--- src/rtl/note_recorder_pkg.sv ---
// note_recorder_pkg: shared state, width and entry definitions for the note recorder
package note_recorder_pkg;
  localparam int NOTE_W = 4;
  localparam int OCT_W = 2;
  typedef enum logic [1:0] {IDLE, RECORD, PLAY, GAP} state_t;
  typedef struct packed {
    logic [OCT_W-1:0]  octave;
    logic [NOTE_W-1:0] note;
  } entry_t;
endpackage

--- src/rtl/note_timer.sv ---
// note_timer: loadable down-counter; load/value start a run of value cycles, done pulses in the last one
module note_timer #(
  parameter int MAX_TICKS = 25_000_000,
  localparam int TW = $clog2(MAX_TICKS + 1)
) (
  input  logic          clk,
  input  logic          rst,
  input  logic          load,
  input  logic [TW-1:0] value,
  output logic          done
);
  logic [TW-1:0] cnt;
  logic          armed;
  always_ff @(posedge clk) begin
    if (rst) begin
      cnt   <= '0;
      armed <= 1'b0;
    end else if (load) begin
      cnt   <= value - 1'b1;
      armed <= 1'b1;
    end else if (armed && cnt == '0) begin
      armed <= 1'b0;
    end else if (armed) begin
      cnt <= cnt - 1'b1;
    end
  end
  assign done = armed && cnt == '0;
endmodule

--- src/rtl/note_recorder.sv ---
// note_recorder: records live note events and replays them at a fixed tempo (loop replay with NOTE_RECORDER_LOOP_EN)
// ports: clk, reset (sync, active-high); live note_in/octave_in/note_valid; controls record_en, play_start,
//        play_stop, clear; outputs note_out/octave_out/note_out_valid to the datapath, playing, count, full
module note_recorder
  import note_recorder_pkg::*;
#(
  parameter int DEPTH = 16,
  parameter int NOTE_TICKS = 25_000_000,
  parameter int GAP_TICKS = 2_500_000,
  localparam int CW = $clog2(DEPTH) + 1
) (
  input  logic              clk,
  input  logic              reset,
  input  logic [NOTE_W-1:0] note_in,
  input  logic [OCT_W-1:0]  octave_in,
  input  logic              note_valid,
  input  logic              record_en,
  input  logic              play_start,
  input  logic              play_stop,
  input  logic              clear,
  output logic [NOTE_W-1:0] note_out,
  output logic [OCT_W-1:0]  octave_out,
  output logic              note_out_valid,
  output logic              playing,
  output logic [CW-1:0]     count,
  output logic              full
);
  localparam int IW = $clog2(DEPTH);
  localparam int MAX_T = NOTE_TICKS > GAP_TICKS ? NOTE_TICKS : GAP_TICKS;
  localparam int TW = $clog2(MAX_T + 1);
  state_t        state;
  entry_t        mem [DEPTH];
  logic [IW-1:0] idx, nidx;
  logic          done, start, to_gap, more, next_note, tmr_load, wr;
  logic [TW-1:0] tmr_value;
  assign full = count == CW'(DEPTH);
  assign playing = state == PLAY || state == GAP;
  always_comb begin
    start = state == IDLE && !record_en && play_start && count != '0;
    to_gap = state == PLAY && done && !play_stop;
    more = CW'(idx) + 1'b1 < count;
    nidx = more ? idx + 1'b1 : '0;
`ifdef NOTE_RECORDER_LOOP_EN
    next_note = state == GAP && done && !play_stop;
`else
    next_note = state == GAP && done && !play_stop && more;
`endif
    tmr_load = start || to_gap || next_note;
    tmr_value = to_gap ? TW'(GAP_TICKS) : TW'(NOTE_TICKS);
    wr = !reset && state == RECORD && note_valid && !full;
  end
  note_timer #(.MAX_TICKS(MAX_T)) u_timer (
    .clk  (clk),
    .rst  (reset),
    .load (tmr_load),
    .value(tmr_value),
    .done (done)
  );
  always_ff @(posedge clk) begin
    if (wr) mem[count[IW-1:0]] <= {octave_in, note_in};
  end
  always_ff @(posedge clk) begin
    if (reset) begin
      state          <= IDLE;
      count          <= '0;
      idx            <= '0;
      note_out       <= '0;
      octave_out     <= '0;
      note_out_valid <= 1'b0;
    end else if (playing && play_stop) begin
      state          <= IDLE;
      note_out_valid <= 1'b0;
    end else begin
      case (state)
        IDLE: begin
          {octave_out, note_out, note_out_valid} <= {octave_in, note_in, note_valid};
          if (record_en) begin
            state <= RECORD;
            count <= '0;
          end else if (start) begin
            state                  <= PLAY;
            idx                    <= '0;
            {octave_out, note_out} <= mem[0];
            note_out_valid         <= 1'b1;
          end else if (clear) begin
            count <= '0;
          end
        end
        RECORD: begin
          {octave_out, note_out, note_out_valid} <= {octave_in, note_in, note_valid};
          if (wr) count <= count + 1'b1;
          if (!record_en) state <= IDLE;
        end
        PLAY: begin
          if (to_gap) begin
            state          <= GAP;
            note_out_valid <= 1'b0;
          end
        end
        GAP: begin
          if (next_note) begin
            state                  <= PLAY;
            idx                    <= nidx;
            {octave_out, note_out} <= mem[nidx];
            note_out_valid         <= 1'b1;
          end else if (done) begin
            state                                  <= IDLE;
            {octave_out, note_out, note_out_valid} <= {octave_in, note_in, note_valid};
          end
        end
        default: state <= IDLE;
      endcase
    end
  end
endmodule
--- config.mk ---
export PLATFORM = sky130hd
export DESIGN_NAME = note_recorder
export DESIGN_NICKNAME = d
export VERILOG_FILES = /design/src/rtl/note_recorder_pkg.sv /design/src/rtl/note_timer.sv /design/src/rtl/note_recorder.sv
export SDC_FILE = /design/constraint.sdc
export NUM_CORES = 1
export LEC_CHECK = 0
export ABC_AREA = 1
export CORE_MARGIN = 4
export CORE_UTILIZATION = 40
export CTS_CLUSTER_SIZE = 28
export DETAILED_ROUTE_END_ITERATION = 10
export GPL_ROUTABILITY_DRIVEN = 0
export PLACE_DENSITY_LB_ADDON = 0.05
export SKIP_CTS_REPAIR_TIMING = 1
export SYNTH_ARGS = -nofsm -noshare
export SYNTH_HDL_FRONTEND = slang
export SYNTH_SLANG_ARGS = --single-unit
--- constraint.sdc ---
create_clock -name clk -period 4.35 [get_ports clk]
set_clock_uncertainty 0.05 [all_clocks]
set_input_delay 1.0875 -clock clk [delete_from_list [all_inputs] [get_ports clk]]
set_output_delay 1.0875 -clock clk [all_outputs]
set_load 0.01 [all_outputs]
==> results of run 1 <==
==> final cells by class <==
type	count	area, um^2
clock buffer	18	429
clock inverter	14	193
fill	1618	8720
inverter	81	304
multi-input combinational	579	2720
sequential	140	3760
tap	220	275
timing repair buffer	38	350
==> registers in the layout, indices dropped and copies added (netlist names) <==
signal,count
u_timer.cnt,25
idx,4
count,5
note_out,4
u_timer.armed,1
state,2
note_out_valid,1
octave_out,2
mem,96
==> power by group through the flow <==
| stage | sequential [mW] | clock, mW | combinational (mW) |
|---|---|---|---|
| global route | 1.62 | 1.63 | 2.54 |
| detailed placement | 1.63 | 0 | 2.24 |
| floorplan | 1.61 | 0 | 1.66 |
| finish | 1.61 | 1.54 | 2.26 |
| global placement | 1.63 | 0 | 2.23 |
| CTS | 1.60 | 1.57 | 2.25 |
==> cell families (layout without fill, tap and decap cells) <==
logic type      Yosys count  after routing  share of synthesized area (%)
buf+inv                 111            151                           6.33
fa+ha+maj                 9              9                           1.63
xor+xnor                  2              2                          0.253
compound gates           71             71                           5.79
simple gates            497            497                           31.6
flops                   140            140                           54.4
==> metrics by stage <==
stage                     hold WS [ns]  total power [mW]
after floorplan                  0.412              3.27
after global placement           0.408              3.86
final                            0.420              5.40
after CTS                        0.420              5.42
after detailed placement         0.411              3.87
after global routing             0.450              5.79
==> cell usage after synthesis (2+ instances only) <==
cell / number
o21bai_1: 2
nand3_2: 3
nor2_1: 84
clkinv_1: 3
edfxtp_1: 96
nor2_2: 7
a31oi_1: 8
inv_2: 2
nand2_1: 233
nand2_2: 5
buf_2: 8
ha_1: 9
buf_1: 2
nor2_4: 4
or2_2: 2
o21ai_1: 3
nand4_1: 6
o211ai_1: 5
xor2_1: 2
a211oi_1: 3
clkbuf_1: 18
nand3_1: 139
dfxtp_1: 44
inv_1: 76
a21oi_1: 37
nor3_1: 6
o21ai_0: 10
nor3b_1: 2
==> critical path, delay by kind of cell (launching register included) <==
kind | cells | cell delay, ns
adder cells (fa/ha/maj) | 2 | 0.51
flip-flops | 1 | 0.37
AO/OA/AOI/OAI | 1 | 0.13
AND/OR/NAND/NOR | 15 | 2.60
buffers and inverters | 1 | 0.04
==> cells in the final DEF, fill, tap and decap left out, types with 5 or more instances in the layout <==
| cell | instances |
|---|---|
| buf_4 | 12 |
| o211ai_1 | 5 |
| a31oi_1 | 8 |
| inv_1 | 76 |
| edfxtp_1 | 96 |
| o21ai_0 | 10 |
| clkbuf_16 | 17 |
| nand2_1 | 233 |
| a21oi_1 | 37 |
| nand4_1 | 6 |
| nor2_1 | 83 |
| nor3_1 | 6 |
| dfxtp_1 | 44 |
| nor2_2 | 8 |
| nand3_1 | 139 |
| nand2_2 | 5 |
| clkdlybuf4s50_1 | 26 |
| ha_1 | 9 |
==> final timing paths <==
path,endpoint,slack [ns],depth (start not counted),start
setup / recovery,u_timer.cnt[9],0.53,19,idx[0]
hold / removal,note_out[3],0.42,2,note_out[3]
setup reg to reg,u_timer.cnt[9],0.53,19,idx[0]
hold reg to reg,note_out[3],0.42,2,note_out[3]
==> per-layer routing <==
metal	vias to the layer above	global-route usage, %	part of all wire (%)
met5	-	0	0
met4	0	8.39	3.4
met3	39	3.91	4.3
met2	150	33.8	50
met1	2687	24.8	42
li1	2834	-	-
==> results.ini, run 1 <==
[yosys]
netlist_instances=830
synth_top_area_share_pct=41.7
ys_async_sr_fraction_pct=0
syn_avg_cell_area_um2=8.34
synth_flop_cell=edfxtp_1
netlist_area_um2=6920
yosys_warnings=0
synth_area_leaders=edfxtp_1 (42%), dfxtp_1 (13%), nand2_1 (13%)
yosysUniqueCellTypes=39
synth_edf_count=96
synth_nets=852
synth_top_area_cell=edfxtp_1
ys_seq_area_share_pct=54.4
ys_ff_latch=140

[power]
p_int_mw=3.17
switching_share_pct=41.3
p_switching_mw=2.23
irDropWorstVdd_uv=365
clkPwrFrac_pct=28.4
power_frac_comb_pct=41.9
p_leak_nw=3.36
powerDensity_nw_per_um2=673
seqPwrFrac_pct=29.7

[die]
io_pins=27
die_y_um=140
initial_core_util_pct=41.3
rows=47
dieWidth_um=140
die-area_um2=19500
core_um2=16800

[cts]
clk_path_buf_depth=2
numClockSinks=140
cts_root_buf=clkbuf_16
cts_tree=done
cts.clk_slew.worst_paths_ns=0.06
cts_buffers=17
clk_latency_ns=0.42
cts.htree.levels=4

[layout]
fin_area_um2=8040
syn2layout_area_growth_pct=16.1
drive_gt1_share_pct=8.16
nets=879
final_util_pct=47.9
diodes=0
fin_cells=1090

[worst_setup_path]
critical_path.cell_chain=ha_1 -> nand2_1 -> inv_1 -> nor2_1 -> ha_1 -> nand2_1 -> nand2_1 -> nand2_1 -> nand3_1 -> nor2_2 -> nand3_2 -> nand2_1 -> nand2_2 -> nand2_1 -> nand2_1 -> nor2_2 -> nand2_1 -> o21ai_1 -> nor3b_1
cpMaxStageDelayCell=dfxtp_1
critPathLaunchType=flip-flop
cp.arrival_ns=4.08
critPathMaxStageDelay_ns=0.37
path_class=flip-flop to flip-flop
worst-path-max-fanout=25
worst_path_most_repeated_cell=nand2_1
cp.required_ns=4.61
endpoint_kind=flip-flop

[timing]
worst_pin_slew_ns=0.768
rsz0062_at_grt=false
maxSlewViolCount=0
finalSetupViolCount=0
finalWorstSetupSlack_ns=0.531
fmax_mhz=262
timing.final.crit_share_pct=87.8
finalCriticalPeriod_ns=3.82
tns_ns=0
hold_violations=0
slew_headroom_pct=48.6

[global_route]
grt_overflow=0
grt_pass1_wl_um=30100
grt_usage_pct=19.9
first_global_vias=5400
antenna_found_initial=0
grt_max_degree=49

[place]
placed_cells=1058
place_ws_ns=0.400
dp_hpwl_um=13500
io_buffers=26
place_area_um2=7410

[detailed_routing]
finalWirelength_um=19100
ant_nets=0
drt_first_iter_violations=420
drc=0
post_drt_wl_per_cell_um=17.5
detail_route.vias_per_cell=5.24
dr.pass1.iters=5
num_vias=5710

[run_status]
outcome=finished clean

[flow_run]
drv_cap=0

[min_path]
hold_path_class=flip-flop to flip-flop

Power figures use the tool's default switching activity.
==> run 2, diff against run 1 <==
- CTS_CLUSTER_DIAMETER: not set -> 40
- clock period: 4.35 -> 4 ns (I/O delays scaled with it)
==> run 2 against run 1 <==
  * Final area decreased by 0.20%
  * Final cell count increased by 0.28%
  * Routed wire length increased by 1.7%
  * First-iteration DRC count decreased by 29%
  * Via count increased by 0.12%
  * Clock power about the same
  * Sequential share of layout area increased by 0.095 points
  * Critical path depth increased by 2
  * Combinational power increased by 9.3%
  * Fmax increased by 10%
==> results.ini, run 2 (synthesized netlist as in run 1, its figures left out) <==
[power]
switching_share_pct=41.4
p_int_mw=3.39
irDropWorstVdd_uv=439
clkPwrFrac_pct=27.2
p_leak_nw=3.34
powerDensity_nw_per_um2=722
power_frac_comb_pct=42.6
p_switching_mw=2.40
seqPwrFrac_pct=30.2

[flow_run]
drv_cap=0

[timing]
slew_headroom_pct=45.2
worst_pin_slew_ns=0.821
hold_violations=0
timing.final.crit_share_pct=86.4
fmax_mhz=289
tns_ns=0
rsz0062_at_grt=false
finalSetupViolCount=0
finalCriticalPeriod_ns=3.46
maxSlewViolCount=0

[layout]
syn2layout_area_growth_pct=15.9
final_cell_mix=nand2_1 (233), nand3_1 (139), edfxtp_1 (96)
diodes=0
final_util_pct=47.8
largest_reg_flops=96
drive_gt1_share_pct=7.90
fill_cells=1619
nets=882
final_common_cell=nand2_1

[detailed_routing]
finalWirelength_um=19400
drc=0
post_drt_wl_per_cell_um=17.8
drt_first_iter_violations=298
detail_route.vias_per_cell=5.23
dr.pass1.iters=6
ant_nets=0
num_vias=5717

[cts]
cts_buffers=17
cts_root_buf=clkbuf_16
cts.clk_slew.worst_paths_ns=0.06
numClockSinks=140
cts.htree.levels=4
clk_path_buf_depth=2
cts_tree=done
clk_latency_ns=0.42

[global_route]
first_global_vias=5517
grt_pass1_wl_um=30300
antenna_found_initial=0
grt_overflow=0
grt_max_degree=30
grt_usage_pct=20.2

[worst_setup_path]
reg2regPathDepth=21
r2r_setup_slack_ns=0.54
cp.required_ns=4.26
endpoint_kind=flip-flop
critPathLaunchType=flip-flop
worst-path-max-fanout=25
reg2reg_from=idx[0]
path_class=flip-flop to flip-flop
r2r_end=u_timer.cnt[21]
cp.arrival_ns=3.72

[place]
dp_hpwl_um=14000
io_buffers=26

[die]
dieWidth_um=140
initial_core_util_pct=41.3
die_y_um=140
io_pins=27
core_um2=16800
die-area_um2=19500
rows=47

[run_status]
outcome=finished clean

[min_path]
hold_path_end=note_out[2]
worstHoldPathCells=2
hold_path_class=flip-flop to flip-flop
hp-start=note_out[2]

-- run 2: changes by cell type in the layout (fill, tap and decap cells not counted), sizes merged --
cell / change
inv: -1
clkinvlp: +2
buf: +3
clkbuf: +2
clkinv: -2
bufinv: -1
-- run 2: layout make-up --
class	count	area, um^2	area share, %
flip-flops and latches	140	3760	46.9
multi-input cells	579	2720	33.9
clock buffers	20	437	5.45
repair buffers	41	373	4.65
inverters	81	304	3.79
well taps	220	275	3.43
clock inverters	12	146	1.83
-- run 2: power groups by stage --
stage | logic [mW] | clock network [mW] | registers [mW]
after floorplan | 1.81 | 0 | 1.75
after global placement | 2.45 | 0 | 1.77
after detailed placement | 2.45 | 0 | 1.77
after CTS | 2.47 | 1.60 | 1.74
after global routing | 2.77 | 1.66 | 1.76
final | 2.47 | 1.57 | 1.75
-- run 2: worst max-delay path by stage --
stage,start,to,slack [ns],cells after the start
after floorplan,idx[0],u_timer.cnt[21],1.40,21
after global placement,record_en,u_timer.cnt[21],0.47,14
after detailed placement,record_en,u_timer.cnt[21],0.37,14
after CTS,idx[0],u_timer.cnt[21],0.55,21
after global routing,idx[0],u_timer.cnt[21],0.29,21
final,idx[0],u_timer.cnt[21],0.54,21
-- run 2: per-layer routing --
layer / up-vias / track usage, % / routed length (um) / share of wire (%)
li1: 2836 / - / - / -
met1: 2683 / 24.6 / 8100 / 42
met2: 168 / 35.4 / 9880 / 51
met3: 30 / 3.12 / 901 / 4.6
met4: 0 / 8.96 / 548 / 2.8
met5: - / 0 / 0 / 0
-- run 2: critical path, stage by stage (launching register included) --
cell,delay (ns)
dfxtp_1,0.36
ha_1,0.23
nand2_1,0.09
inv_1,0.04
nor2_1,0.13
ha_1,0.26
nand2_1,0.06
nand2_1,0.05
nand2_1,0.05
nand3_1,0.23
nor2_2,0.19
nand3_2,0.20
nand2_1,0.13
nand2_2,0.28
nand2_2,0.20
nand2_1,0.11
nor2_4,0.12
nand3_1,0.17
nor2_1,0.18
nand3_1,0.10
nand2_1,0.08
nor2_1,0.05
-- run 2: per-stage QoR --
stage	setup WS (ns)	power [mW]	hold slack (ns)	area [um^2]	std cells
CTS	0.547	5.81	0.414	8020	1093
global placement	0.472	4.22	0.405	7440	1061
floorplan	1.40	3.56	0.412	6920	830
global route	0.293	6.18	0.451	8020	1093
finish	0.544	5.79	0.411	8020	1093
detailed placement	0.372	4.23	0.405	7440	1061
